## config.mk

```make
export PLATFORM = sky130hd
export DESIGN_NAME = sram_rr_port_arbiter
export DESIGN_NICKNAME = d
export VERILOG_FILES = /design/src/rtl/sram_rr_port_arbiter.sv
export SDC_FILE = /design/constraint.sdc
export NUM_CORES = 1
export LEC_CHECK = 0
export ABC_CLOCK_PERIOD_IN_PS = 2280
export BUFFER_PORTS_ARGS = -buffer_cell sky130_fd_sc_hd__clkbuf_2
export CAP_MARGIN = 10
export CORE_MARGIN = 4
export CORE_UTILIZATION = 35
export DETAILED_ROUTE_END_ITERATION = 12
export PLACE_DENSITY = 0.83
export SYNTH_ARGS = -nofsm -noshare
export SYNTH_HDL_FRONTEND = slang
export SYNTH_SLANG_ARGS = --single-unit
```

## constraint.sdc

```tcl
create_clock -name clk -period 2.28 [get_ports clk]
set_input_delay 0.456 -clock clk [delete_from_list [all_inputs] [get_ports clk]]
set_output_delay 0.456 -clock clk [all_outputs]
set_load 0.005 [all_outputs]
```

## src/rtl/sram_rr_port_arbiter.sv

```systemverilog
// Round-robin arbiter sharing one single-port SRAM wrapper between NUM_REQ requesters.
// Handles the wrapper's early wdata capture and returns read data through a latency-matched tag pipe.
module sram_rr_port_arbiter #(
    parameter int NUM_REQ = 2,
    parameter int ADDR_W  = 7,
    parameter int DATA_W  = 8
) (
    input  logic                      clk,
    input  logic                      rst,
    input  logic                      hold,
    input  logic [NUM_REQ-1:0]        req_valid,
    output logic [NUM_REQ-1:0]        req_ready,
    input  logic [NUM_REQ-1:0]        req_wmode,
    input  logic [NUM_REQ*ADDR_W-1:0] req_addr,
    input  logic [NUM_REQ*DATA_W-1:0] req_wdata,
    output logic [NUM_REQ-1:0]        rsp_valid,
    output logic [DATA_W-1:0]         rsp_rdata,
    output logic [ADDR_W-1:0]         sram_addr,
    output logic                      sram_en,
    output logic                      sram_wmode,
    output logic [DATA_W-1:0]         sram_wdata,
    input  logic [DATA_W-1:0]         sram_rdata
);

    localparam int ID_W = (NUM_REQ > 1) ? $clog2(NUM_REQ) : 1;

    // Handshake: a command transfers in the cycle where req_valid[i] & req_ready[i];
    // req_ready is a combinational function of req_valid, so requesters must not
    // wait for ready before raising valid. Responses carry no backpressure.

    logic [ID_W-1:0]    ptr_q, ptr_d;
    logic               s1_en_q, s1_en_d;
    logic               s1_wmode_q, s1_wmode_d;
    logic [ADDR_W-1:0]  s1_addr_q, s1_addr_d;
    logic [ID_W-1:0]    s1_id_q, s1_id_d;
    logic               s2_valid_q, s2_valid_d;
    logic [ID_W-1:0]    s2_id_q, s2_id_d;

    logic [NUM_REQ-1:0] cand;
    logic               found;
    logic [ID_W-1:0]    win_id;
    logic [ID_W-1:0]    scan_id;

    // Scan from the farthest slot down to ptr+1 so the closest candidate overwrites last.
    always_comb begin
        cand    = req_valid & {NUM_REQ{~hold & ~rst}};
        found   = 1'b0;
        win_id  = '0;
        scan_id = '0;
        for (int k = NUM_REQ; k >= 1; k--) begin
            scan_id = ID_W'((int'(ptr_q) + k) % NUM_REQ);
            if (cand[scan_id]) begin
                found  = 1'b1;
                win_id = scan_id;
            end
        end
    end

    always_comb begin
        req_ready = '0;
        if (found) begin
            req_ready[win_id] = 1'b1;
        end
    end

    // Wrapper registers wdata one edge before it sees addr/en, so drive it in the accept cycle.
    always_comb begin
        sram_wdata = '0;
        if (found && req_wmode[win_id]) begin
            sram_wdata = req_wdata[int'(win_id)*DATA_W +: DATA_W];
        end
    end

    always_comb begin
        ptr_d      = ptr_q;
        s1_en_d    = found;
        s1_wmode_d = 1'b0;
        s1_addr_d  = '0;
        s1_id_d    = win_id;
        if (found) begin
            ptr_d      = win_id;
            s1_wmode_d = req_wmode[win_id];
            s1_addr_d  = req_addr[int'(win_id)*ADDR_W +: ADDR_W];
        end
        s2_valid_d = s1_en_q & ~s1_wmode_q;
        s2_id_d    = s1_id_q;
    end

    always_ff @(posedge clk or posedge rst) begin
        if (rst) begin
            ptr_q      <= ID_W'(NUM_REQ - 1);
            s1_en_q    <= 1'b0;
            s1_wmode_q <= 1'b0;
            s1_addr_q  <= '0;
            s1_id_q    <= '0;
            s2_valid_q <= 1'b0;
            s2_id_q    <= '0;
        end else begin
            ptr_q      <= ptr_d;
            s1_en_q    <= s1_en_d;
            s1_wmode_q <= s1_wmode_d;
            s1_addr_q  <= s1_addr_d;
            s1_id_q    <= s1_id_d;
            s2_valid_q <= s2_valid_d;
            s2_id_q    <= s2_id_d;
        end
    end

    assign sram_en    = s1_en_q;
    assign sram_wmode = s1_wmode_q;
    assign sram_addr  = s1_addr_q;

    always_comb begin
        rsp_valid = '0;
        rsp_rdata = '0;
        if (s2_valid_q) begin
            rsp_valid[s2_id_q] = 1'b1;
            rsp_rdata          = sram_rdata;
        end
    end

endmodule

```

; ---- Word-level counts from Yosys, hierarchy flattened
; Cells that the tools add are included.
[word_totals]
output_inout_bits = 29
regBits = 13
[classes]
mul = 1
muxes = 20
magnitude_cmp = 6
reduce_logical = 3
n_bitwise = 6
shift = 2
addsub = 2
[op_table]
columns = cell, n
row1 = $mux 8, 2
row2 = $shiftx 16x5->8, 1
row3 = $shiftx 14x5->7, 1
row4 = $mux 1, 13
row5 = $lt 1x2->1 const B, 4
row6 = $mux 7, 1
row7 = $mul 1x3->4 const B, 1
row8 = $mux 2, 2
row9 = $logic_and 1x1->1, 3
row10 = $not 1->1, 3
row11 = $add 1x1->1 const B, 2
row12 = $and 1x1->1, 2
row13 = $and 2x2->2, 1
row14 = $demux 1 s1, 2
row15 = $ge 1x1->1 const B, 2

; ---- Depth between registers and ports, before layout
[logic_depth]
word_depth = 12
mapped_depth = 3
mapped_depth_nobuf = 3

; ---- Worst setup path after synthesis
; No wires, ideal clock.
[synth_path]
path_kind = input to output
from = input port rst
to = output port sram_wdata[0]
n_path_buf = 0
slack_ns = 0.460
t_required_ns = 1.824
path_stages = 3
arrival_time_ns = 1.364
path_cell_list = or3b_4 > a211oi_4 > a22o_1
[synth_via]
elab_chain_cells = 11
[synth_lines]
columns = element, line
row1 = from (decl), 9  ; input logic rst,
row2 = $not 1->1 *, 46  ; cand = req_valid & {NUM_REQ{~hold & ~rst}};
row3 = $and 1x1->1 *, 46
row4 = $and 2x2->2 *, 46
row5 = "parallel branches: the longest is 7 deep, another holds $shiftx 16x5->8", -
row6 = $mux 8 *, 69  ; if (found && req_wmode[win_id]) begin
row7 = to (decl), 21  ; output logic [DATA_W-1:0] sram_wdata,
; Every way passes the cells marked *. The select of a mux whose other input is x is not followed.

; ---- Final worst setup path
[layout_path]
from = input port req_valid[0]
to = output port sram_wdata[6]
[layout_via]
elab_chain_cells = 9
[layout_lines]
columns = element, line
row1 = from (decl), 11  ; input logic [NUM_REQ-1:0] req_valid,
row2 = $and 2x2->2 *, 46
row3 = "parallel branches: the longest is 7 deep, another holds $shiftx 16x5->8", -
row4 = $mux 8 *, 69
; Marks and branches as above.

==> flow_metrics.py <==
metrics = {
    "finish": {
        "fillers": 157,
        "nets": 179,
        "antennaDiodeCount": 0,
        "area_growth_pct": 66.2,
        "seq_area_um2": 327,
        "design_area_um2": 1080,
        "drive_above_1_share_pct": 63.2,
        "fin_cells": 158,
        "multi_input_area_um2": 309,
    },
    "sta": {
        "fmax_mhz": 461,
        "min_period_over_period_pct": 95.2,
        "finalSetupViolCount": 0,
        "tightest_slew_ns": 0.463,
        "hold_viol_final": 0,
        "setup_tns_ns": 0,
        "fin_skew_ns": 0.000392,
        "rsz0062_at_grt": "false",
        "slew_viol_final": 0,
        "finalCriticalPeriod_ns": 2.17,
        "relSlewSlack_pct": 69.1,
    },
    "worst_setup_path": {
        "cp-start-kind": "input pin",
        "crit_path_end_kind": "output pin",
        "crit_path_cell_trace": "clkbuf_2 -> or3b_4 -> a211oi_4 -> a22o_1 -> clkbuf_2",
        "critPathBufInv": 2,
        "path_delay_family": "compound AO/OA/AOI/OAI gates",
        "slowest_delay_ns": 0.43,
        "crit_top_cell": "clkbuf_2",
        "reg2reg_depth": 3,
        "crit_slowest_cell": "or3b_4",
        "arrival_ns": 1.71,
        "cp_max_fo": 9,
        "r2r-start": "ptr_q",
        "cp.required_ns": 1.82,
        "r2r_slack_ns": 0.95,
        "r2r_end": "sram_wmode",
        "crit_type": "input pin to output pin",
    },
    "routing": {
        "vias": 731,
        "drtPass1Iterations": 3,
        "drt_iter0_markers": 5,
        "ant_nets": 0,
        "viasPerCell": 4.63,
        "route.detailed.drc": 0,
        "wire_per_inst_um": 12.4,
        "routed_wl_mm": 1.97,
    },
    "synth": {
        "dominantRegCellSynth": "dfrtp_1",
        "synth_top_cells_by_area": "dfrtp_1 46%, a22o_1 20%, and2_1 8.7%",
        "synthCells": 55,
        "yosysMostFrequentCell": "a22o_1",
        "synth_edf_count": 0,
        "synth.lib_cells_used.distinct": 15,
        "async_flop_share_pct": 100,
        "ys_seq_elements": 13,
        "ys.warnings.count": 0,
        "synth_nets": 100,
        "ys_top_cells_by_count": "15 x a22o_1, 12 x dfrtp_1, 9 x and2_1",
        "netlist.area_leader.share_pct": 46.2,
        "yosysSeqAreaShare_pct": 50.2,
        "synth_top_area_cell": "dfrtp_1",
        "syn-mean-instance-area_um2": 11.8,
        "synth.cell_area_um2": 651,
    },
    "clock_network": {
        "clkTransAtPathRegs_ns": 0.07,
        "cts_max_path_buffers": 2,
        "cts_buffers": 3,
        "clkSinkCount": 13,
        "h-tree-depth": 1,
        "post-cts-setup-buffers": 0,
        "cts_tree": "yes",
        "cts_hold_buf": 0,
        "cts-resized-gates": 0,
        "root_buffer": "clkbuf_4",
        "clk_latency_ns": 0.26,
    },
    "power": {
        "p_per_area_nw_per_um2": 469,
        "p_leak_nw": 0.640,
        "ir_worst_vdd_uv": 265,
    },
    "placement": {
        "dp_hpwl_mm": 1.75,
        "place_inst": 154,
        "place_area_um2": 1050,
        "port_buffers": 73,
        "globalplace.congestion": 0.824,
    },
    "grt": {
        "grt.overflow.total": 0,
        "grt_pass1_wl_mm": 2.95,
        "grt_antenna_before_repair": 0,
        "grt_max_degree": 14,
        "grt_usage_pct": 14.9,
        "grt_pass1_vias": 782,
    },
    "floorplan": {
        "coreArea_um2": 1750,
        "initial_core_util_pct": 37.3,
        "die_y_um": 51.1,
        "rows": 15,
        "io_pins": 74,
        "die_x_um": 51.1,
        "dieArea_um2": 2610,
    },
    "run_status": {
        "status": "finished clean",
    },
    "min_path": {
        "hold_path_class": "input pin to async pin",
    },
    "run": {
        "maxCapViolCount": 0,
    },
}
==> state kept, by name, indices dropped and copies added, names as in the netlist <==
signal and count:
ptr_q 1, s1_id_q 1, s2_id_q 1, s2_valid_q 1, sram_addr 7, sram_en 1, sram_wmode 1
==> power breakdown <==
part           leakage (nW)  switching [mW]  internal [mW]
Combinational         0.452          0.0509         0.0615
Sequential            0.173          0.0145          0.249
Clock                0.0150          0.0634         0.0676
==> cell families (layout without fill, tap and decap cells) <==
logic type	count (synthesis)	after routing	synth area share, %
AO/OA/AOI/OAI	21	21	30.6
AND/OR/NAND/NOR	17	17	16.9
flip-flops	13	13	50.2
buffers and inverters	4	82	2.31
==> how the worst max path moves through the flow <==
| stage | slack, ns | cells past startpoint | from | to |
|---|---|---|---|---|
| 2_1_floorplan | 0.46 | 3 | rst | sram_wdata[0] |
| 3_3_place_gp | 0.16 | 5 | req_valid[1] | sram_wdata[0] |
| 3_5_place_dp | 0.11 | 5 | req_valid[0] | sram_wdata[1] |
| 4_1_cts | 0.10 | 5 | req_valid[0] | sram_wdata[6] |
| 5_1_grt | 0.03 | 4 | ptr_q | sram_wdata[0] |
| 6_report | 0.11 | 5 | req_valid[0] | sram_wdata[6] |
==> placed cells by master (no fill, tap or decap), drive strengths merged <==
cell type  synthesis  routed
a211oi             2       2
a21oi              3       3
a22o              15      15
and2               9       9
buf                0       1
clkbuf             0      77
dfrtp             12      12
dfstp              1       1
inv                4       4
nand2              1       1
nor2               1       1
nor2b              2       2
nor3               1       1
o21ai              1       1
or2                1       1
or3b               2       2
==> stage by stage <==
step	power (mW)	util, %	hold WS, ns	setup slack [ns]
2_1_floorplan	0.311	-	0.331	0.460
3_3_place_gp	0.378	60.4	0.334	0.162
3_5_place_dp	0.382	60.4	0.338	0.111
4_1_cts	0.517	61.9	0.226	0.105
5_1_grt	0.539	61.9	0.249	0.0349
6_report	0.507	61.9	0.227	0.110
==> per-layer routing <==
layer / up-vias / track usage, % / part of all wire [%]
met5: - / 0 / 0
met4: 0 / 6.73 / 0.87
met3: 2 / 4.37 / 11
met2: 54 / 29.2 / 54
met1: 319 / 13.9 / 35
li1: 356 / - / -
==> cell type report <==
class                           instances  share of cell area [%]
Timing Repair Buffer                   74                    34.5
Sequential cell                        13                    30.2
Multi-Input combinational cell         38                    28.6
Tap cell                               25                    2.89
Clock buffer                            4                    2.43
Inverter                                4                    1.39
Power figures use the tool's default switching activity.
